File: config.mk
export PLATFORM = sky130hd
export DESIGN_NAME = pipeline_hazard_controller
export DESIGN_NICKNAME = d
export VERILOG_FILES = /design/src/rtl/pipeline_hazard_controller.sv
export SDC_FILE = /design/constraint.sdc
export NUM_CORES = 1
export LEC_CHECK = 0
export BUFFER_PORTS_ARGS = -buffer_cell sky130_fd_sc_hd__buf_2
export CAP_MARGIN = 15
export CORE_AREA = 3 3 69 71
export DETAILED_ROUTE_END_ITERATION = 12
export DIE_AREA = 0 0 72 74
export GPL_ROUTABILITY_DRIVEN = 0
export PLACE_DENSITY_LB_ADDON = 0.2
export SLEW_MARGIN = 20
export SYNTH_ARGS = -nofsm -noshare
export SYNTH_HDL_FRONTEND = slang
export SYNTH_SLANG_ARGS = --single-unit
File: constraint.sdc
create_clock -name clk -period 4 [get_ports clk]
set_clock_uncertainty 0.2 [all_clocks]
set_input_delay 0.6 -clock clk [delete_from_list [all_inputs] [get_ports clk]]
set_output_delay 0.6 -clock clk [all_outputs]
set_load 0.1 [all_outputs]
File: src/rtl/pipeline_hazard_controller.sv
// Issue scheduler for the 4-stage pipeline: RAW stall detection, branch-flush kill,
// memory-port arbitration between fetch and s1 data access, saturating stall counter.
module pipeline_hazard_controller #(
  parameter bit WB_BYPASS = 1'b1,
  parameter int CNT_W     = 32
) (
  input  logic             clk,
  input  logic             rst_n,
  input  logic             s0_valid,
  input  logic [4:0]       s0_rs1,
  input  logic [4:0]       s0_rs2,
  input  logic [4:0]       s0_rd,
  input  logic             s0_check_rs1_dep,
  input  logic             s0_check_rs2_dep,
  input  logic             s0_reg_write_enable,
  input  logic             s0_mem_in_use,
  input  logic             flush,
  output logic             s0_stall,
  output logic             s0_issue,
  output logic             s1_bubble,
  output logic             fetch_enable,
  output logic [CNT_W-1:0] stall_count
);

  typedef struct packed {
    logic       v;
    logic       we;
    logic [4:0] rd;
    logic       mem;
  } entry_t;

  localparam entry_t EMPTY = '0;

  entry_t           e1_q, e1_d;
  entry_t           e2_q, e2_d;
  entry_t           e3_q, e3_d;
  logic [CNT_W-1:0] cnt_q, cnt_d;
  logic             hazard;
  logic             mem_busy;
  logic             unused_e3;

  function automatic logic [CNT_W-1:0] sat_inc(input logic [CNT_W-1:0] x);
    return (&x) ? x : x + {{(CNT_W-1){1'b0}}, 1'b1};
  endfunction

  function automatic logic writes(input entry_t e, input logic [4:0] r);
    return e.v & e.we & (e.rd == r);
  endfunction

  // x0 is hardwired, so writers of rd=0 never create a dependency
  function automatic logic reg_match(input logic [4:0] r, input entry_t a,
                                     input entry_t b, input entry_t c);
    return (r != 5'd0) & (writes(a, r) | writes(b, r) | (!WB_BYPASS & writes(c, r)));
  endfunction

  always_comb begin
    hazard   = s0_valid &
               ((s0_check_rs1_dep & reg_match(s0_rs1, e1_q, e2_q, e3_q)) |
                (s0_check_rs2_dep & reg_match(s0_rs2, e1_q, e2_q, e3_q)));
    mem_busy = e1_q.v & e1_q.mem;
  end

  // Issue is also held off while in reset; stall falls naturally as entries clear
  assign s0_stall     = hazard & ~flush;
  assign s0_issue     = rst_n & s0_valid & ~hazard & ~flush;
  assign fetch_enable = ~mem_busy & (~s0_stall | flush);
  assign s1_bubble    = ~e1_q.v;
  assign stall_count  = cnt_q;
  assign unused_e3    = ^e3_q;

  always_comb begin
    e1_d = EMPTY;
    if (s0_issue) begin
      e1_d = '{v: 1'b1, we: s0_reg_write_enable, rd: s0_rd, mem: s0_mem_in_use};
    end
    // The branch sits in s2 and proceeds; only the younger s1 slot is killed
    e2_d  = flush ? EMPTY : e1_q;
    e3_d  = e2_q;
    cnt_d = s0_stall ? sat_inc(cnt_q) : cnt_q;
  end

  always_ff @(posedge clk or negedge rst_n) begin
    if (!rst_n) begin
      e1_q  <= EMPTY;
      e2_q  <= EMPTY;
      e3_q  <= EMPTY;
      cnt_q <= '0;
    end else begin
      e1_q  <= e1_d;
      e2_q  <= e2_d;
      e3_q  <= e3_d;
      cnt_q <= cnt_d;
    end
  end

endmodule

# [After elaboration in Yosys (flattened, before gate mapping)]
# Index checks and enable logic that the tools add are counted.
[totals] ff_bits=47 latchBits=0 ramBits=0 mem_bits_ro=0 input_bits=23 out_inout_bits=36 word_cells=46 mem_count=0
[classes] n_addsub=1 n_mul=0 n_div=0 magnitude_cmp=0 eq_ne=4 shift=0 n_mux=2 n_bitwise=27 n_reduce_logical=4
[op_table] operator="32-bit by 1-bit adder with 32-bit output, second input constant" n=1
[op_table] operator="32-bit AND reduction" n=1
[op_table] operator="5-bit == test" n=4
[op_table] operator="1-bit AND" n=17
[op_table] operator="8-bit 2-to-1 mux" n=2
[op_table] operator="5-bit nonzero test" n=2
[op_table] operator="1-bit NOT" n=6
[op_table] operator="1-bit bitwise OR" n=4
[op_table] operator="2-bit AND reduction" n=1

# [Logic depth before layout (Yosys ltp)]
[depth] word_depth=11 mapped_depth=7 mapped_depth_nobuf=7

# [Least setup slack after synthesis]
# No wires, ideal clock.
[synth_timing] path_kind="input port to output port" startpoint="input s0_rs1[1]" endpoint="output fetch_enable" arrival_ns=3.720 t_required_ns=3.200 path_slack_ns=-0.520 stages=6 n_path_buf=1 cell_sequence="or4_1 > o21ai_0 > o22ai_2 > buf_2 > and2_1 > a21oi_1"
[synth_between] elab_chain_len=11 word_cells_on_any_way=14 classes_between="eq/ne: 2; bitwise: 11; reduce/logical: 1"
[synth_lines] element="start, declared" line_no="10" text="input logic [4:0] s0_rs1,"
[synth_lines] element="5-bit == test" line_no="47" text="return e.v & e.we & (e.rd == r);"
[synth_lines] element="1-bit AND" line_no="47"
[synth_lines] element="1-bit bitwise OR" line_no="53" text="return (r != 5'd0) & (writes(a, r) | writes(b, r) | (!WB_BYPASS & writes(c, r)));"
[synth_lines] element="1-bit AND *" line_no="53"
[synth_lines] element="1-bit AND *" line_no="58" text="((s0_check_rs1_dep & reg_match(s0_rs1, e1_q, e2_q, e3_q)) |"
[synth_lines] element="1-bit bitwise OR *" line_no="58"
[synth_lines] element="1-bit AND *" line_no="57" text="hazard = s0_valid &"
[synth_lines] element="1-bit AND *" line_no="64" text="assign s0_stall = hazard & ~flush;"
[synth_lines] element="via s0_stall" line_no="18" text="output logic s0_stall,"
[synth_lines] element="1-bit NOT *" line_no="66" text="assign fetch_enable = ~mem_busy & (~s0_stall | flush);"
[synth_lines] element="1-bit bitwise OR *" line_no="66"
[synth_lines] element="1-bit AND *" line_no="66"
[synth_lines] element="end, declared" line_no="21" text="output logic fetch_enable,"
# Mark *: on every way through the listed nets, which the timed path passes. The rest lies on a longest branch.

# [Worst setup path after layout]
[layout_timing] startpoint="input s0_rs1[1]" endpoint="output fetch_enable"
[layout_between] elab_chain_len=11 word_cells_on_any_way=14 classes_between="eq/ne: 2; bitwise: 11; reduce/logical: 1"
[layout_lines] element="5-bit == test" line_no="47"
[layout_lines] element="1-bit AND" line_no="47"
[layout_lines] element="1-bit bitwise OR" line_no="53"
[layout_lines] element="1-bit AND *" line_no="53"
[layout_lines] element="1-bit AND *" line_no="58"
[layout_lines] element="1-bit bitwise OR *" line_no="58"
[layout_lines] element="1-bit AND *" line_no="57"
[layout_lines] element="1-bit AND *" line_no="64"
[layout_lines] element="1-bit NOT *" line_no="66"
[layout_lines] element="1-bit bitwise OR *" line_no="66"
[layout_lines] element="1-bit AND *" line_no="66"
# Every way passes the cells marked *; elsewhere a longest branch is shown, timed or not.

==> results.toml <==
[global_routing]
grt_pass1_vias = 1788
grtUsageTotal_pct = 20.1
grt_pass1_wl_microns = 8400
grt_start_max_net_pins = 48
antenna_found_initial = 0
grt-ovfl-total = 0

[die]
die_area_sq_um = 5330
core-area_sq_um = 4290
die_y_microns = 74
ioPinCount = 59
die-width_microns = 72
start_util_pct = 55.6
row_count = 24

[clock_network]
postCtsHoldBufs = 0
ctsResizeCount = 0
cts_sinks = 47
cts_tree = "built"
cts-buffers-inserted = 5
cts_max_path_buffers = 2
h-tree-depth = 2
clkTransAtPathRegs_ns = 0.08
cts_setup_buffers = 0
clk_latency_ns = 0.29
root_buffer = "clkbuf_8"

[worst_setup_path]
r2r.worst_path.cells = 6
cp.arrival_ns = 2.49
cp-end-kind = "primary output"
critPathMaxFanout = 19
required_ns = 3.20
r2r_start = "stall_count[9]"
rrSetupSlack_ns = 1.67
cp-start-kind = "primary input"
path_class = "in2out"
r2r-end = "stall_count[1]"

[synthesis]
synth_top_cell_by_area = "dfrtp_1"
syn_inst = 229
synth_edf_count = 0
yosysSeqAreaShare_pct = 49.3
yosysMostFrequentCell = "dfrtp_1"
async_flop_share_pct = 100
netlist_top_cells_count = "47 x dfrtp_1, 31 x xnor2_1, 20 x xor2_1"
synth_nets = 253
synth_top_area_share_pct = 49.3
postSynthAreaPerCell_sq_um = 10.4
synth-main-ff-cell = "dfrtp_1"
syn_area_sq_um = 2390
ys_seq_elements = 47
ys_top_cells_by_area = "dfrtp_1 49%, xnor2_1 11%, xor2_1 7.3%, nand4_1 4.7%, nand3_1 2.9%"
yosysUniqueCellTypes = 34
yosys_warnings = 0

[timing]
max-slew-margin-rel_pct = 55.6
setup_viol = 0
worst_pin_slew_ns = 0.664
fin_setup_tns_ns = 0
final_max_slew_viol_count = 0
hold_viol_final = 0
period_share_pct = 82.1
period_needed_ns = 3.29
rsz0062_at_grt = "no"
fmaxAchievable_mhz = 304

[routing]
drt_pass1_iterations = 4
vias = 1898
routed_via_density = 5.45
ant_nets = 0
drt_wl_total_microns = 5050
drt_iter0_drc = 56
drc = 0
wire_per_inst_microns = 14.5

[layout]
fin_util_pct = 67.2
fillers = 358
nNetsFinal = 319
layout-drive-gt1-share_pct = 27.7
num_antenna_cells = 0
syn2layout_area_growth_pct = 20.8

[pwr]
p_leak_nw = 1.38
p_per_area_nw_per_um2 = 313
peakVddDrop_uv = 244

[flow_run]
cap_violations = 0

[outcome]
status = "completed"

[hold_path]
hold_path_class = "in2async"

[placed_design]
io_buffers = 58
hpwl_microns = 3780
[cell families (layout without fill, tap and decap cells)]
family	Yosys count	after routing	synth area share, %
xor+xnor	51	51	18.7
compound gates	8	8	2.41
mux	1	1	0.472
fa+ha+maj	1	1	0.524
buf+inv	8	75	1.52
simple gates	113	113	27.1
flops	47	47	49.3
[worst max-delay path, cell delays in order]
cell     delay [ns]
buf_2          0.12
or4_1          0.52
o21ai_0        0.22
o22ai_2        0.13
buf_4          0.21
and2_1         0.17
a21oi_2        0.09
buf_2          0.43
[layout by cell type (no fill, tap or decap), types with 2 or more instances in the layout]
cell,n
nor4_1,11
buf_2,58
a22oi_1,2
and2_1,10
nor3_1,2
inv_1,3
dfrtp_1,47
buf_4,6
nand3_1,14
nand2_1,17
nand4_1,18
and4_1,2
nor2_1,13
nand3b_1,3
xnor2_1,31
and3_1,5
or4_1,2
xor2_1,20
or2_2,2
clkbuf_8,6
nor2b_1,7
[final cells by class]
type,count,area [sq um],share of cell area (%)
Tap cell,52,65.1,2.26
Sequential cell,47,1180,40.8
Timing Repair Buffer,64,335,11.6
Clock inverter,2,35.0,1.21
Clock buffer,6,82.6,2.86
Inverter,3,11.3,0.390
Multi-Input combinational cell,174,1180,40.9
[power by group]
| part | total, mW | leakage [nW] | switching (mW) | internal, mW |
|---|---|---|---|---|
| registers | 0.484 | 0.653 | 0.00453 | 0.479 |
| logic | 0.0658 | 0.665 | 0.0445 | 0.0213 |
| clock network | 0.354 | 0.0612 | 0.152 | 0.202 |
| total | 0.903 | 1.38 | 0.201 | 0.703 |
[per-layer routing]
metal | up-vias | share of wire (%) | global-route usage, % | wire (microns)
met2 | 43 | 49 | 33.5 | 2450
met5 | - | 0 | 0 | 0
met3 | 5 | 4.4 | 4.05 | 222
met1 | 906 | 46 | 27.7 | 2340
li1 | 944 | - | - | -
met4 | 0 | 0.83 | 4.38 | 42
[worst max-delay path by stage]
stage	start	end	cells past startpoint
finish	s0_rs1[1]	fetch_enable	8
global route	s0_rs1[1]	fetch_enable	8
CTS	s0_rs1[1]	fetch_enable	8
detailed placement	s0_rs1[1]	fetch_enable	8
global placement	s0_rs1[1]	fetch_enable	8
floorplan	s0_rs1[1]	fetch_enable	6
[sequential cells by signal (all words and copies together) (netlist names)]
register,flops
e1_q,8
stall_count,32
e2_q,7
[metrics by stage]
| step | hold slack (ns) | std cells | instance area [sq um] | setup slack (ns) | total power [mW] |
|---|---|---|---|---|---|
| floorplan | 0.104 | 229 | 2390 | 0.102 | 0.526 |
| global placement | 0.277 | 340 | 2770 | 0.750 | 0.559 |
| detailed placement | 0.284 | 340 | 2770 | 0.710 | 0.560 |
| CTS | 0.219 | 348 | 2880 | 0.705 | 0.916 |
| global route | 0.252 | 348 | 2880 | 0.553 | 0.944 |
| finish | 0.205 | 348 | 2880 | 0.715 | 0.903 |
No activity file was read; power rests on OpenSTA's default activity.
